File: src/rtl/mem_arbiter_pkg.sv
// Shared definitions for the memory-port arbiter.
//   MEM_IDLE / MEM_READ / MEM_WRITE : downstream {write,read} flag encodings
//   arb_state_e                     : arbiter FSM states (IDLE -> ISSUE -> RESP)
//   normalize_flag()                : maps the illegal 2'b11 request onto a write
package mem_arbiter_pkg;

  localparam logic [1:0] MEM_IDLE  = 2'b00;
  localparam logic [1:0] MEM_READ  = 2'b01;
  localparam logic [1:0] MEM_WRITE = 2'b10;

  typedef enum logic [1:0] {
    ARB_IDLE  = 2'd0,
    ARB_ISSUE = 2'd1,
    ARB_RESP  = 2'd2
  } arb_state_e;

  // A requester that raises both bits is served as a write so the downstream
  // port never sees an undefined command.
  function automatic logic [1:0] normalize_flag(input logic [1:0] flag);
    return (flag == 2'b11) ? MEM_WRITE : flag;
  endfunction

endpackage

File: src/rtl/mem_arbiter_if.sv
// Bundle of every handshake/bus signal around the memory-port arbiter.
//   req_*  : packed two-channel requester side (ch0 = DCACHE in the low slice,
//            ch1 = ICACHE in the high slice)
//   mem_*  : single downstream memory-controller port
//   grant_o: one-hot current owner
// Modports:
//   slave  : the arbiter itself (serves the requesters, drives the memory port)
//   master : the surrounding environment (caches + memory controller)
interface mem_arbiter_if #(
  parameter int ADDR_W = 32,
  parameter int DATA_W = 32,
  parameter int MASK_W = 4
);

  logic [3:0]          req_rw_flag_i;
  logic [2*ADDR_W-1:0] req_addr_i;
  logic [2*DATA_W-1:0] req_w_data_i;
  logic [2*MASK_W-1:0] req_w_mask_i;
  logic [2*DATA_W-1:0] req_r_data_o;
  logic [1:0]          req_busy_o;
  logic [1:0]          req_done_o;
  logic [1:0]          mem_rw_flag_o;
  logic [ADDR_W-1:0]   mem_addr_o;
  logic [DATA_W-1:0]   mem_w_data_o;
  logic [MASK_W-1:0]   mem_w_mask_o;
  logic [DATA_W-1:0]   mem_r_data_i;
  logic                mem_busy_i;
  logic                mem_done_i;
  logic [1:0]          grant_o;

  modport slave (
    input  req_rw_flag_i, req_addr_i, req_w_data_i, req_w_mask_i,
    input  mem_r_data_i, mem_busy_i, mem_done_i,
    output req_r_data_o, req_busy_o, req_done_o,
    output mem_rw_flag_o, mem_addr_o, mem_w_data_o, mem_w_mask_o,
    output grant_o
  );

  modport master (
    output req_rw_flag_i, req_addr_i, req_w_data_i, req_w_mask_i,
    output mem_r_data_i, mem_busy_i, mem_done_i,
    input  req_r_data_o, req_busy_o, req_done_o,
    input  mem_rw_flag_o, mem_addr_o, mem_w_data_o, mem_w_mask_o,
    input  grant_o
  );

endinterface

File: src/rtl/mem_arbiter_rr_arb2.sv
// Combinational two-way picker.
//   pending    : channels with a nonzero request flag
//   mask       : channels in cooldown, not allowed to win this cycle
//   last_grant : channel served most recently (0 = ch0, 1 = ch1)
//   winner     : one-hot winning channel, 0 when nobody is eligible
// ROUND_ROBIN = 1 gives a tie to the channel not served last;
// ROUND_ROBIN = 0 always gives a tie to ch0.
module rr_arb2 #(
  parameter int ROUND_ROBIN = 1
) (
  input  logic [1:0] pending,
  input  logic [1:0] mask,
  input  logic       last_grant,
  output logic [1:0] winner
);

  logic [1:0] eligible;

  // Only a tie needs a decision; a single eligible channel simply wins.
  always_comb begin
    eligible = pending & ~mask;
    winner   = eligible;
    if (eligible == 2'b11) begin
      if ((ROUND_ROBIN != 0) && (last_grant == 1'b0)) begin
        winner = 2'b10;
      end else begin
        winner = 2'b01;
      end
    end
  end

endmodule

File: src/rtl/mem_arbiter.sv
// Shares one memory-controller port between the DCACHE (ch0) and ICACHE (ch1).
// Ports:
//   clk, rst : clock and synchronous active-high reset
//   bus      : mem_arbiter_if.slave carrying the packed requester channels,
//              the downstream memory port and the one-hot grant
// Flow: IDLE picks a winner and latches its request, ISSUE drives it downstream
// until the controller completes, RESP pulses done for one cycle and masks the
// winner for the following IDLE cycle so it can drop its flag.
module mem_arbiter
  import mem_arbiter_pkg::*;
#(
  parameter int ADDR_W      = 32,
  parameter int DATA_W      = 32,
  parameter int MASK_W      = 4,
  parameter int ROUND_ROBIN = 1
) (
  input  logic         clk,
  input  logic         rst,
  mem_arbiter_if.slave bus
);

  arb_state_e          state_q, state_d;
  logic                owner_q, owner_d;
  logic [1:0]          grant_q, grant_d;
  logic [1:0]          cool_q, cool_d;
  logic                last_grant_q, last_grant_d;
  logic [1:0]          issue_flag_q, issue_flag_d;
  logic [ADDR_W-1:0]   issue_addr_q, issue_addr_d;
  logic [DATA_W-1:0]   issue_data_q, issue_data_d;
  logic [MASK_W-1:0]   issue_mask_q, issue_mask_d;
  logic [2*DATA_W-1:0] r_data_q, r_data_d;
  logic [1:0]          done_q, done_d;
  logic [1:0]          pending;
  logic [1:0]          winner;

  assign pending = {|bus.req_rw_flag_i[3:2], |bus.req_rw_flag_i[1:0]};

  rr_arb2 #(.ROUND_ROBIN(ROUND_ROBIN)) u_pick (
    .pending    (pending),
    .mask       (cool_q),
    .last_grant (last_grant_q),
    .winner     (winner)
  );

  // Next-state logic. The cooldown mask and the done pulse default to zero so
  // each lives for exactly one cycle after being set.
  always_comb begin
    state_d      = state_q;
    owner_d      = owner_q;
    grant_d      = grant_q;
    last_grant_d = last_grant_q;
    issue_flag_d = issue_flag_q;
    issue_addr_d = issue_addr_q;
    issue_data_d = issue_data_q;
    issue_mask_d = issue_mask_q;
    r_data_d     = r_data_q;
    done_d       = 2'b00;
    cool_d       = 2'b00;
    case (state_q)
      ARB_IDLE: begin
        if (winner != 2'b00) begin
          owner_d      = winner[1];
          grant_d      = winner;
          last_grant_d = winner[1];
          state_d      = ARB_ISSUE;
          if (winner[1]) begin
            issue_flag_d = normalize_flag(bus.req_rw_flag_i[3:2]);
            issue_addr_d = bus.req_addr_i[2*ADDR_W-1:ADDR_W];
            issue_data_d = bus.req_w_data_i[2*DATA_W-1:DATA_W];
            issue_mask_d = bus.req_w_mask_i[2*MASK_W-1:MASK_W];
          end else begin
            issue_flag_d = normalize_flag(bus.req_rw_flag_i[1:0]);
            issue_addr_d = bus.req_addr_i[ADDR_W-1:0];
            issue_data_d = bus.req_w_data_i[DATA_W-1:0];
            issue_mask_d = bus.req_w_mask_i[MASK_W-1:0];
          end
        end
      end
      ARB_ISSUE: begin
        if (bus.mem_done_i && !bus.mem_busy_i) begin
          if (issue_flag_q == MEM_READ) begin
            if (owner_q) begin
              r_data_d[2*DATA_W-1:DATA_W] = bus.mem_r_data_i;
            end else begin
              r_data_d[DATA_W-1:0] = bus.mem_r_data_i;
            end
          end
          done_d  = owner_q ? 2'b10 : 2'b01;
          state_d = ARB_RESP;
        end
      end
      ARB_RESP: begin
        grant_d = 2'b00;
        cool_d  = grant_q;
        state_d = ARB_IDLE;
      end
      default: state_d = ARB_IDLE;
    endcase
  end

  // All arbiter state, including the registered response outputs. Reset also
  // abandons any in-flight downstream access.
  always_ff @(posedge clk) begin
    if (rst) begin
      state_q      <= ARB_IDLE;
      owner_q      <= 1'b0;
      grant_q      <= 2'b00;
      cool_q       <= 2'b00;
      last_grant_q <= 1'b1;
      issue_flag_q <= MEM_IDLE;
      issue_addr_q <= '0;
      issue_data_q <= '0;
      issue_mask_q <= '0;
      r_data_q     <= '0;
      done_q       <= 2'b00;
    end else begin
      state_q      <= state_d;
      owner_q      <= owner_d;
      grant_q      <= grant_d;
      cool_q       <= cool_d;
      last_grant_q <= last_grant_d;
      issue_flag_q <= issue_flag_d;
      issue_addr_q <= issue_addr_d;
      issue_data_q <= issue_data_d;
      issue_mask_q <= issue_mask_d;
      r_data_q     <= r_data_d;
      done_q       <= done_d;
    end
  end

  // Catch requesters that raise both read and write at once.
  always_ff @(posedge clk) begin
    if (!rst) begin
      assert (bus.req_rw_flag_i[1:0] != 2'b11);
      assert (bus.req_rw_flag_i[3:2] != 2'b11);
    end
  end

  // The downstream port is only driven while a request is in flight.
  assign bus.mem_rw_flag_o = (state_q == ARB_ISSUE) ? issue_flag_q : MEM_IDLE;
  assign bus.mem_addr_o    = (state_q == ARB_ISSUE) ? issue_addr_q : '0;
  assign bus.mem_w_data_o  = (state_q == ARB_ISSUE) ? issue_data_q : '0;
  assign bus.mem_w_mask_o  = (state_q == ARB_ISSUE) ? issue_mask_q : '0;

  // grant_q is still set during RESP, so it selects the channel whose busy
  // drops in its completion cycle.
  assign bus.req_busy_o   = pending & ~((state_q == ARB_RESP) ? grant_q : 2'b00);
  assign bus.req_done_o   = done_q;
  assign bus.req_r_data_o = r_data_q;
  assign bus.grant_o      = grant_q;

endmodule

File: src/flat_wrapper.sv
// flat-port wrapper written by rule: the top's interface ports become plain ports
module mem_arbiter_flat import mem_arbiter_pkg::*;
#(
  parameter int ADDR_W      = 32,
  parameter int DATA_W      = 32,
  parameter int MASK_W      = 4,
  parameter int ROUND_ROBIN = 1
)
  (clk, rst, bus_req_rw_flag_i, bus_req_addr_i, bus_req_w_data_i, bus_req_w_mask_i, bus_mem_r_data_i, bus_mem_busy_i, bus_mem_done_i, bus_req_r_data_o, bus_req_busy_o, bus_req_done_o, bus_mem_rw_flag_o, bus_mem_addr_o, bus_mem_w_data_o, bus_mem_w_mask_o, bus_grant_o);
  mem_arbiter_if #(.ADDR_W(ADDR_W), .DATA_W(DATA_W), .MASK_W(MASK_W)) bus_i ();
  input  logic clk;
  input  logic rst;
  input wire logic [$bits(bus_i.req_rw_flag_i)-1:0] bus_req_rw_flag_i;
  input wire logic [$bits(bus_i.req_addr_i)-1:0] bus_req_addr_i;
  input wire logic [$bits(bus_i.req_w_data_i)-1:0] bus_req_w_data_i;
  input wire logic [$bits(bus_i.req_w_mask_i)-1:0] bus_req_w_mask_i;
  input wire logic [$bits(bus_i.mem_r_data_i)-1:0] bus_mem_r_data_i;
  input wire logic [$bits(bus_i.mem_busy_i)-1:0] bus_mem_busy_i;
  input wire logic [$bits(bus_i.mem_done_i)-1:0] bus_mem_done_i;
  output wire logic [$bits(bus_i.req_r_data_o)-1:0] bus_req_r_data_o;
  output wire logic [$bits(bus_i.req_busy_o)-1:0] bus_req_busy_o;
  output wire logic [$bits(bus_i.req_done_o)-1:0] bus_req_done_o;
  output wire logic [$bits(bus_i.mem_rw_flag_o)-1:0] bus_mem_rw_flag_o;
  output wire logic [$bits(bus_i.mem_addr_o)-1:0] bus_mem_addr_o;
  output wire logic [$bits(bus_i.mem_w_data_o)-1:0] bus_mem_w_data_o;
  output wire logic [$bits(bus_i.mem_w_mask_o)-1:0] bus_mem_w_mask_o;
  output wire logic [$bits(bus_i.grant_o)-1:0] bus_grant_o;
  assign bus_i.req_rw_flag_i = bus_req_rw_flag_i;
  assign bus_i.req_addr_i = bus_req_addr_i;
  assign bus_i.req_w_data_i = bus_req_w_data_i;
  assign bus_i.req_w_mask_i = bus_req_w_mask_i;
  assign bus_i.mem_r_data_i = bus_mem_r_data_i;
  assign bus_i.mem_busy_i = bus_mem_busy_i;
  assign bus_i.mem_done_i = bus_mem_done_i;
  assign bus_req_r_data_o = bus_i.req_r_data_o;
  assign bus_req_busy_o = bus_i.req_busy_o;
  assign bus_req_done_o = bus_i.req_done_o;
  assign bus_mem_rw_flag_o = bus_i.mem_rw_flag_o;
  assign bus_mem_addr_o = bus_i.mem_addr_o;
  assign bus_mem_w_data_o = bus_i.mem_w_data_o;
  assign bus_mem_w_mask_o = bus_i.mem_w_mask_o;
  assign bus_grant_o = bus_i.grant_o;
  mem_arbiter #(.ADDR_W(ADDR_W), .DATA_W(DATA_W), .MASK_W(MASK_W), .ROUND_ROBIN(ROUND_ROBIN)) u_core (.clk(clk), .rst(rst), .bus(bus_i));
endmodule
File: config.mk
export PLATFORM = sky130hd
export DESIGN_NAME = mem_arbiter_flat
export DESIGN_NICKNAME = d
export VERILOG_FILES = /design/src/rtl/mem_arbiter_pkg.sv /design/src/rtl/mem_arbiter_if.sv /design/src/rtl/mem_arbiter_rr_arb2.sv /design/src/rtl/mem_arbiter.sv /design/src/flat_wrapper.sv
export SDC_FILE = /design/constraint.sdc
export NUM_CORES = 1
export LEC_CHECK = 0
export ABC_AREA = 1
export CORE_MARGIN = 2
export CORE_UTILIZATION = 38
export DETAILED_ROUTE_END_ITERATION = 7
export PLACE_DENSITY = 0.76
export SLEW_MARGIN = 20
export SYNTH_ARGS = -nofsm -noshare
export SYNTH_HDL_FRONTEND = slang
export SYNTH_SLANG_ARGS = --single-unit
File: constraint.sdc
create_clock -name clk -period 1.7 [get_ports clk]
set_input_delay 0.17 -clock clk [delete_from_list [all_inputs] [get_ports clk]]
set_output_delay 0.17 -clock clk [all_outputs]
set_load 0.01 [all_outputs]
Word-level counts from Yosys, hierarchy flattened
Index checks and enable logic that the tools add are counted.
{"block": "word_totals", "in_bits": 176, "output_inout_bits": 140, "reg_bits": 144}
{"block": "op_classes", "n_bitwise": 7, "reduce_logical": 13, "muxes": 19, "n_eq_ne": 8}
{"operator": "32-bit two-way mux", "n": 4}
{"operator": "2-bit two-way mux", "n": 11}
{"operator": "2-bit equality test (second input constant)", "n": 4}
{"operator": "4-bit two-way mux", "n": 2}
{"operator": "2-bit case mux with 2 select lines", "n": 2}
{"operator": "4-bit AND reduction", "n": 2}
{"operator": "2-bit AND reduction", "n": 3}
{"operator": "2-bit bitwise AND", "n": 2}
{"operator": "2-bit by 1-bit equality test with 1-bit output (second input constant)", "n": 2}
{"operator": "2-bit by 1-bit != test with 1-bit output (second input constant)", "n": 2}
{"operator": "2-bit NOT", "n": 2}
{"operator": "2-bit nonzero test", "n": 2}
{"operator": "2-bit OR reduction", "n": 2}
{"operator": "1-bit NOT", "n": 3}
{"operator": "3-bit OR reduction", "n": 1}
{"operator": "2-bit zero test", "n": 1}
{"operator": "1-bit logical AND", "n": 1}
{"operator": "1-bit zero test", "n": 1}

Longest topological paths before layout
Gate-level depths: netlist of the first run.
{"block": "depth", "ltp_word": 7, "ltp_mapped": 10, "ltp_nobuf": 8}

Cells and area by module
Synthesis of the first run repeated with hierarchy kept, for this count alone.
{"block": "unflattened", "cells_unflattened": 1127, "hier_area_um2": 6905.4}
{"mod": "mem_arbiter", "area_each_um2": 6859.1, "cells_each": 1115, "n_inst": 1}
{"mod": "rr_arb2", "area_each_um2": 46.3, "cells_each": 12, "n_inst": 1}

Least setup slack after synthesis of the first run
OpenSTA, ideal clock, no wires.
{"block": "synth_path", "kind": "register -> register", "from": "register u_core.state_q[1]", "to": "register u_core.r_data_q[0] (netlist: u_core.bus.req_r_data_o[0])", "synth_period_minus_slack_ns": 1.291, "t_required_ns": 1.586, "t_arrival_ns": 1.178, "stages_incl_launch_ff": 8, "path_buffers": 1, "path_slack_ns": 0.409, "setup_ns": 0.114, "path_cell_list": "dfxtp_1 -> inv_1 -> nand2_1 -> nor2_2 -> nand4_2 -> clkbuf_1 -> o21ai_1 -> nor2_1"}
{"block": "synth_between", "elab_chain_cells": 2}
{"element": "start: declaration", "line_no": "mem_arbiter.sv:22", "rtl": "arb_state_e state_q, state_d;"}
{"element": "start signal: assignment", "line_no": "mem_arbiter.sv:117", "rtl": "state_q <= state_d;"}
{"element": "2-bit by 1-bit equality test with 1-bit output", "line_no": "mem_arbiter.sv:59", "rtl": "case (state_q)"}
{"element": "4-bit AND reduction (no source line)"}
{"element": "end signal: assignment", "line_no": "mem_arbiter.sv:126", "rtl": "r_data_q <= r_data_d;"}
{"element": "end: declaration", "line_no": "mem_arbiter.sv:31", "rtl": "logic [2*DATA_W-1:0] r_data_q, r_data_d;"}
Every way passes these cells.
A chain may end at the register's enable or synchronous reset.

Worst setup path after layout of the first run
{"block": "layout_path", "from": "register u_core.state_q[0]", "to": "output bus_mem_w_data_o[29]"}
{"block": "layout_between", "elab_chain_cells": 2}
{"element": "2-bit by 1-bit equality test with 1-bit output", "line_no": "mem_arbiter.sv:142", "rtl": "assign bus.mem_w_data_o = (state_q == ARB_ISSUE) ? issue_data_q : '0;"}
{"element": "32-bit two-way mux", "line_no": "mem_arbiter.sv:142"}
{"element": "end: declaration", "line_no": "flat_wrapper.sv:25", "rtl": "output wire logic [$bits(bus_i.mem_w_data_o)-1:0] bus_mem_w_data_o;"}
Every way passes these cells.

==> results of run 1 <==
==> sequential cells by signal, summed over array words and instances, names as in the netlist <==
register,flops
u_core.bus.grant_o,2
u_core.bus.req_done_o,2
u_core.bus.req_r_data_o,64
u_core.cool_q,2
u_core.issue_addr_q,32
u_core.issue_data_q,32
u_core.issue_flag_q,2
u_core.issue_mask_q,4
u_core.last_grant_q,1
u_core.owner_q,1
u_core.state_q,2
==> final cells by class <==
cell class | count | area, um2 | share of cell area
Timing Repair Buffer | 351 | 3370 | 0.319
Inverter | 154 | 581 | 0.0550
Clock buffer | 17 | 425 | 0.0403
Multi-Input combinational cell | 583 | 2840 | 0.269
Clock inverter | 15 | 185 | 0.0175
Tap cell | 225 | 282 | 0.0267
Sequential cell | 144 | 2890 | 0.273
==> kinds of logic after synthesis <==
logic type             share of synthesized area
and+or+nand+nor                            0.316
buffers and inverters                      0.135
DFF                                        0.439
AOI/OAI and AO/OA                          0.110
==> synthesized netlist by cell type <==
cell | n | area [um2]
nand2_4 | 1 | 11.3
nor2_1 | 203 | 762
nand4_1 | 1 | 6.26
nand2_2 | 3 | 18.8
buf_2 | 15 | 75.1
nand4_2 | 2 | 25.0
nand2_1 | 77 | 289
inv_2 | 6 | 22.5
nor2_4 | 1 | 11.3
dfxtp_1 | 144 | 2880
nand3b_1 | 67 | 503
o21bai_1 | 2 | 15.0
o21ai_1 | 132 | 661
buf_4 | 7 | 52.6
nand3_2 | 2 | 20.0
buf_6 | 3 | 33.8
nor2_2 | 2 | 12.5
o22ai_1 | 2 | 12.5
clkbuf_1 | 36 | 135
or2_2 | 1 | 6.26
nor4_1 | 2 | 12.5
nor3_1 | 3 | 15.0
nand3_1 | 76 | 380
o31ai_1 | 1 | 7.51
o21ai_0 | 3 | 15.0
a21oi_1 | 2 | 10.0
inv_1 | 148 | 556
buf_1 | 3 | 11.3
==> per-stage QoR <==
stage	instances	area [um2]	power, mW	setup WS (ns)	setup TNS, ns
after detailed placement	1455	10100	6.12	-0.00569	-0.0106
after floorplan	945	6560	4.94	0.409	0
final	1489	10600	9.86	0.0632	0
after CTS	1487	10700	9.93	-0.00908	-0.0904
after global routing	1489	10600	10.4	0.00334	0
after global placement	1455	10100	6.09	-0.00203	-0.00395
==> power breakdown <==
part	internal, mW	switching [mW]	total [mW]	leakage [nW]
clock	2.33	1.53	3.86	0.294
sequential	3.66	0.0957	3.76	1.18
combinational	1.05	1.19	2.24	2.99
==> layer usage <==
layer,vias up,routed length [um]
li1,3573,-
met1,3190,8770
met2,279,10500
met3,44,1740
met4,2,699
met5,-,13
==> worst paths after layout <==
kind | end | slack [ns] | depth (start not counted)
max | bus_mem_w_data_o[29] | 0.06 | 4
min | u_core.bus.req_r_data_o[6] | 0.39 | 3
max reg2reg | u_core.bus.req_r_data_o[63] | 0.19 | 6
min reg2reg | u_core.issue_addr_q[16] | 0.46 | 2
==> critical path, stage by stage, from the launching register on <==
cell and delay [ns]:
dfxtp_2 0.40, nand2_8 0.11, buf_12 0.18, nor2_1 0.13, clkdlybuf4s15_2 0.24
==> timing repair <==
item | 4_1_cts | 5_1_grt
pin swaps | 0 | 1
setup buffers | 0 | 0
setup endpoints to repair | 72 | 70
gates cloned | 0 | 2
resized for setup | 122 | 99
==> run summary, run 1 <==
starting density of the core -> 0.383
Crit. End Element -> output pin
crit path launch -> u_core.state_q[0]
Cell Pwr Density -> 934 nW/um2
Hold Slack -> 0.390 ns
# Max-Cap Violations -> 0
DRT antenna net count -> 0
Leak Pwr -> 4.46 nW
Final Hold Viols -> 0
Tmin final -> 1.64 ns
slew at the pin with the worst max-slew slack -> 0.321 ns
syn nets -> 1121
yosys warns -> 0
CTS root buffer -> clkbuf_16
Setup crit start kind -> flip-flop
slew margin rel. -> 0.784
GRT met1 Usage -> 0.262
Mean Syn Cell Area -> 6.94 um2
worst-skew pair later-pin latency -> 0.42 ns
max-slew violation count -> 0
clock buffer depth -> 2
antenna violations before repair -> 1
die footprint -> 18300 um2
reg2reg start -> u_core.state_q[0]
Total GRT Usage -> 0.232
Worst-path clk slew -> 0.06 ns
vias per cell -> 4.76
Diodes inserted -> 0
Most Used Layer, Global Route -> met2
Layout Nets -> 1427
Die W -> 135 um
Critical Path AT -> 1.47 ns
Worst Path Required -> 1.53 ns
routing usage on met3 -> 0.0763
Seq/Total Area, Yosys -> 0.439
GRT overflow -> 0
Netlist Area Pre-Place -> 6560 um2
worst min path class -> primary input to flip-flop
Routed WL -> 21.7 mm
CTS tree -> done
CTS H-tree lvls -> 4
routed vias -> 7088
Port Buf Inserts -> 315
Die Span Y -> 135 um
initial drt markers -> 327
clock sink count -> 144
layout cells sized above 1 -> 0.121
global-route wire length before repair -> 33.7 mm
unrepaired setup endpoints after global routing -> no
GPL Wtd Cong -> 0.833
WL per Instance -> 14.6 um
vias in the first global route -> 6923
Hold-fix buffers, CTS -> 0
Fillers -> 1643
Cells after Synth -> 945
final core utilization -> 0.617
worst vdd ir -> 710 uV
kind of critical path -> flip-flop to output pin
# setup viols final -> 0
CTS Buf Count -> 17
status -> complete, no violations
Ports -> 316
hpwl dp -> 15.6 mm
DR pass1 iterations -> 4
area of the core -> 17100 um2
clk_skew -> 0.0171 ns
most frequent cells in the layout -> 243 x clkdlybuf4s50_1, 199 x nor2_1, 147 x inv_1
HP Start -> bus_mem_r_data_i[6]
fin crit share -> 0.963
Max Freq -> 611 MHz
Max FO, Critical Path -> 18
met2 usage -> 0.401
largest net degree at the start of global routing -> 65
post-synthesis sequential element count -> 144
num rows -> 48
DRC violations left -> 0
area delta synth->final -> 60.9%
commonest non-fill, non-tap cell in the layout -> clkdlybuf4s50_1
synth unique cells -> 28
(Power assumes the default switching activity.)
==> run 2: changes to the inputs <==
--- a/config.mk
+++ b/config.mk
@@ -6,7 +6,6 @@
 export NUM_CORES = 1
 export LEC_CHECK = 0
 export ABC_AREA = 1
-export CORE_MARGIN = 2
 export CORE_UTILIZATION = 38
 export DETAILED_ROUTE_END_ITERATION = 7
 export PLACE_DENSITY = 0.76
==> run 2 against run 1 <==
Net effect: hold slack worse by 0.0038 ns; clock skew shrank 0.0079 ns; combinational power shrank 2%; worst setup slack lost 0.021 ns; cell area is 0.31% lower; sequential share of layout area is 0.085 points higher; register-to-register slack improved by 0.07 ns; wire length fell by 3.3%; count of clock-buffer cells in the layout stayed put; via count down 1.6%; critical path depth is 1 higher.
==> run summary, run 2 (same netlist as run 1, synthesis figures left out) <==
clk_skew -> 0.00927 ns
hold path endpoint -> u_core.bus.req_r_data_o[58]
CTS Buf Count -> 17
DRC violations left -> 0
Cell Pwr Density -> 908 nW/um2
layout cells sized above 1 -> 0.120
Final Non-Filler Cells -> 1489
Placed Cells -> 1454
# setup viols final -> 0
routed vias -> 6972
Final Hold Viols -> 0
# Max-Cap Violations -> 0
clock share of power -> 0.378
CP delay by family, top -> buffers and inverters
max-slew violation count -> 0
placed cell area -> 10100 um2
slew at the pin with the worst max-slew slack -> 0.413 ns
Hold Slack -> 0.386 ns
met2 usage -> 0.393
CTS tree -> done
vias per cell -> 4.68
HP Start -> bus_mem_r_data_i[26]
DRT antenna net count -> 0
combinational power share -> 0.230
Ports -> 316
hpwl dp -> 15.6 mm
largest net degree at the start of global routing -> 65
WL per Instance -> 14.1 um
Place WS -> -0.0627 ns
highest cell delay on the worst timing path -> 0.35 ns
DR pass1 iterations -> 5
Sw Ratio -> 0.294
Tmin final -> 1.66 ns
Fillers -> 1553
RR Endpoint -> u_core.bus.req_r_data_o[11]
Largest register FFs -> 64
Port Buf Inserts -> 315
worst-skew pair later-pin latency -> 0.42 ns
Worst-path clk slew -> 0.07 ns
clock buffer depth -> 2
initial drt markers -> 310
Setup crit start kind -> flip-flop
Reg2Reg Depth -> 7
Layout Nets -> 1431
CP Buf/Inv Count -> 3
Cell Chain, Critical Path -> inv_2, nand2_4, buf_12, nor2_1, dlygate4sd2_1
reg2reg start -> u_core.state_q[1]
GRT met1 Usage -> 0.289
final core utilization -> 0.630
commonest non-fill, non-tap cell in the layout -> clkdlybuf4s50_1
Psw -> 2.81 mW
clock sink count -> 144
worst vdd ir -> 728 uV
Leak Pwr -> 4.47 nW
routing usage on met3 -> 0.0681
Most Used Layer, Global Route -> met2
CTS H-tree lvls -> 4
antenna violations before repair -> 1
Critical Path AT -> 1.49 ns
Post-Layout Inst Area -> 10500 um2
Max FO, Critical Path -> 30
starting density of the core -> 0.393
Internal -> 6.75 mW
most frequent cells in the layout -> 243 x clkdlybuf4s50_1, 202 x nor2_1, 147 x inv_1
Max Freq -> 603 MHz
sequential power share -> 0.392
CTS root buffer -> clkbuf_16
TNS Setup -> 0 ns
unrepaired setup endpoints after global routing -> yes
global-route wire length before repair -> 33.2 mm
status -> complete, no violations
kind of critical path -> flip-flop to output pin
Crit. End Element -> output pin
die footprint -> 17800 um2
hold depth -> 3
worst reg2reg setup slack -> 0.26 ns
Setup WS post-layout -> 0.0418 ns
Total GRT Usage -> 0.239
slew margin rel. -> 0.722
worst min path class -> primary input to flip-flop
GRT overflow -> 0
Routed WL -> 21.0 mm
Die Span Y -> 133 um
Slowest cell on crit path -> dfxtp_2
GPL Wtd Cong -> 0.866
total power -> 9.56 mW
num rows -> 47
area of the core -> 16700 um2
Die W -> 133 um
Hold-fix buffers, CTS -> 0
vias in the first global route -> 6500
area delta synth->final -> 60.4%
fin crit share -> 0.975
Worst Path Required -> 1.53 ns
## run 2: changes by cell type in the layout (fill, tap and decap cells not counted), sizes merged
cell | before | now
clkinv | 7 | 1
dlygate4sd2 | 2 | 9
diode | 0 | 1
clkinvlp | 2 | 6
bufinv | 3 | 1
clkbuf | 65 | 51
inv | 157 | 161
clkdlybuf4s15 | 18 | 13
buf | 40 | 56
## run 2: worst max path at each step
stage                    startpoint                         end  slack (ns)  cells past startpoint
2_1_floorplan     u_core.state_q[1]  u_core.bus.req_r_data_o[0]        0.41                      7
3_3_place_gp   bus_req_rw_flag_i[1]           bus_req_busy_o[0]       -0.08                      6
3_5_place_dp   bus_req_rw_flag_i[1]           bus_req_busy_o[0]       -0.06                      6
4_1_cts           u_core.state_q[1]           bus_req_busy_o[0]       -0.09                      5
5_1_grt           u_core.state_q[1]          bus_mem_addr_o[28]       -0.05                      5
6_report          u_core.state_q[1]          bus_mem_addr_o[28]        0.04                      5
## run 2: worst register-to-register path, cell delays in order, from the launching register on
cell and delay (ns):
dfxtp_2 0.34, inv_2 0.07, nand2_4 0.09, nor2_2 0.17, nand4_2 0.17, buf_12 0.21, o21ai_1 0.20, nor2_1 0.06
## run 2: per-layer routing
metal / share of wire / wire length, um / vias up
met1: 0.41 / 8650 / 3075
met3: 0.081 / 1710 / 41
met2: 0.48 / 10000 / 279
met5: 0 / 0 / -
met4: 0.028 / 593 / 0
li1: - / - / 3577
## run 2: repair_timing
action	in CTS	in global routing
resized for setup	158	60
buffers inserted	0	2
endpoints found under the setup margin	72	70
pin swaps	1	1
## run 2: power groups by stage
| stage | clock (mW) | sequential, mW | combinational, mW |
|---|---|---|---|
| 2_1_floorplan | 0 | 3.80 | 1.14 |
| 3_3_place_gp | 0 | 3.81 | 2.28 |
| 3_5_place_dp | 0 | 3.82 | 2.30 |
| 4_1_cts | 3.70 | 3.75 | 2.26 |
| 5_1_grt | 3.87 | 3.78 | 2.42 |
| 6_report | 3.61 | 3.75 | 2.19 |
## run 2: final cells by class
type	instances	area (um2)	area share
clock buffers	17	425	0.0404
well taps	220	275	0.0262
repair buffers	355	3380	0.321
multi-input cells	583	2830	0.269
flip-flops and latches	144	2890	0.274
inverters	154	578	0.0549
diodes	1	2.50	0.000238
clock inverters	15	150	0.0143
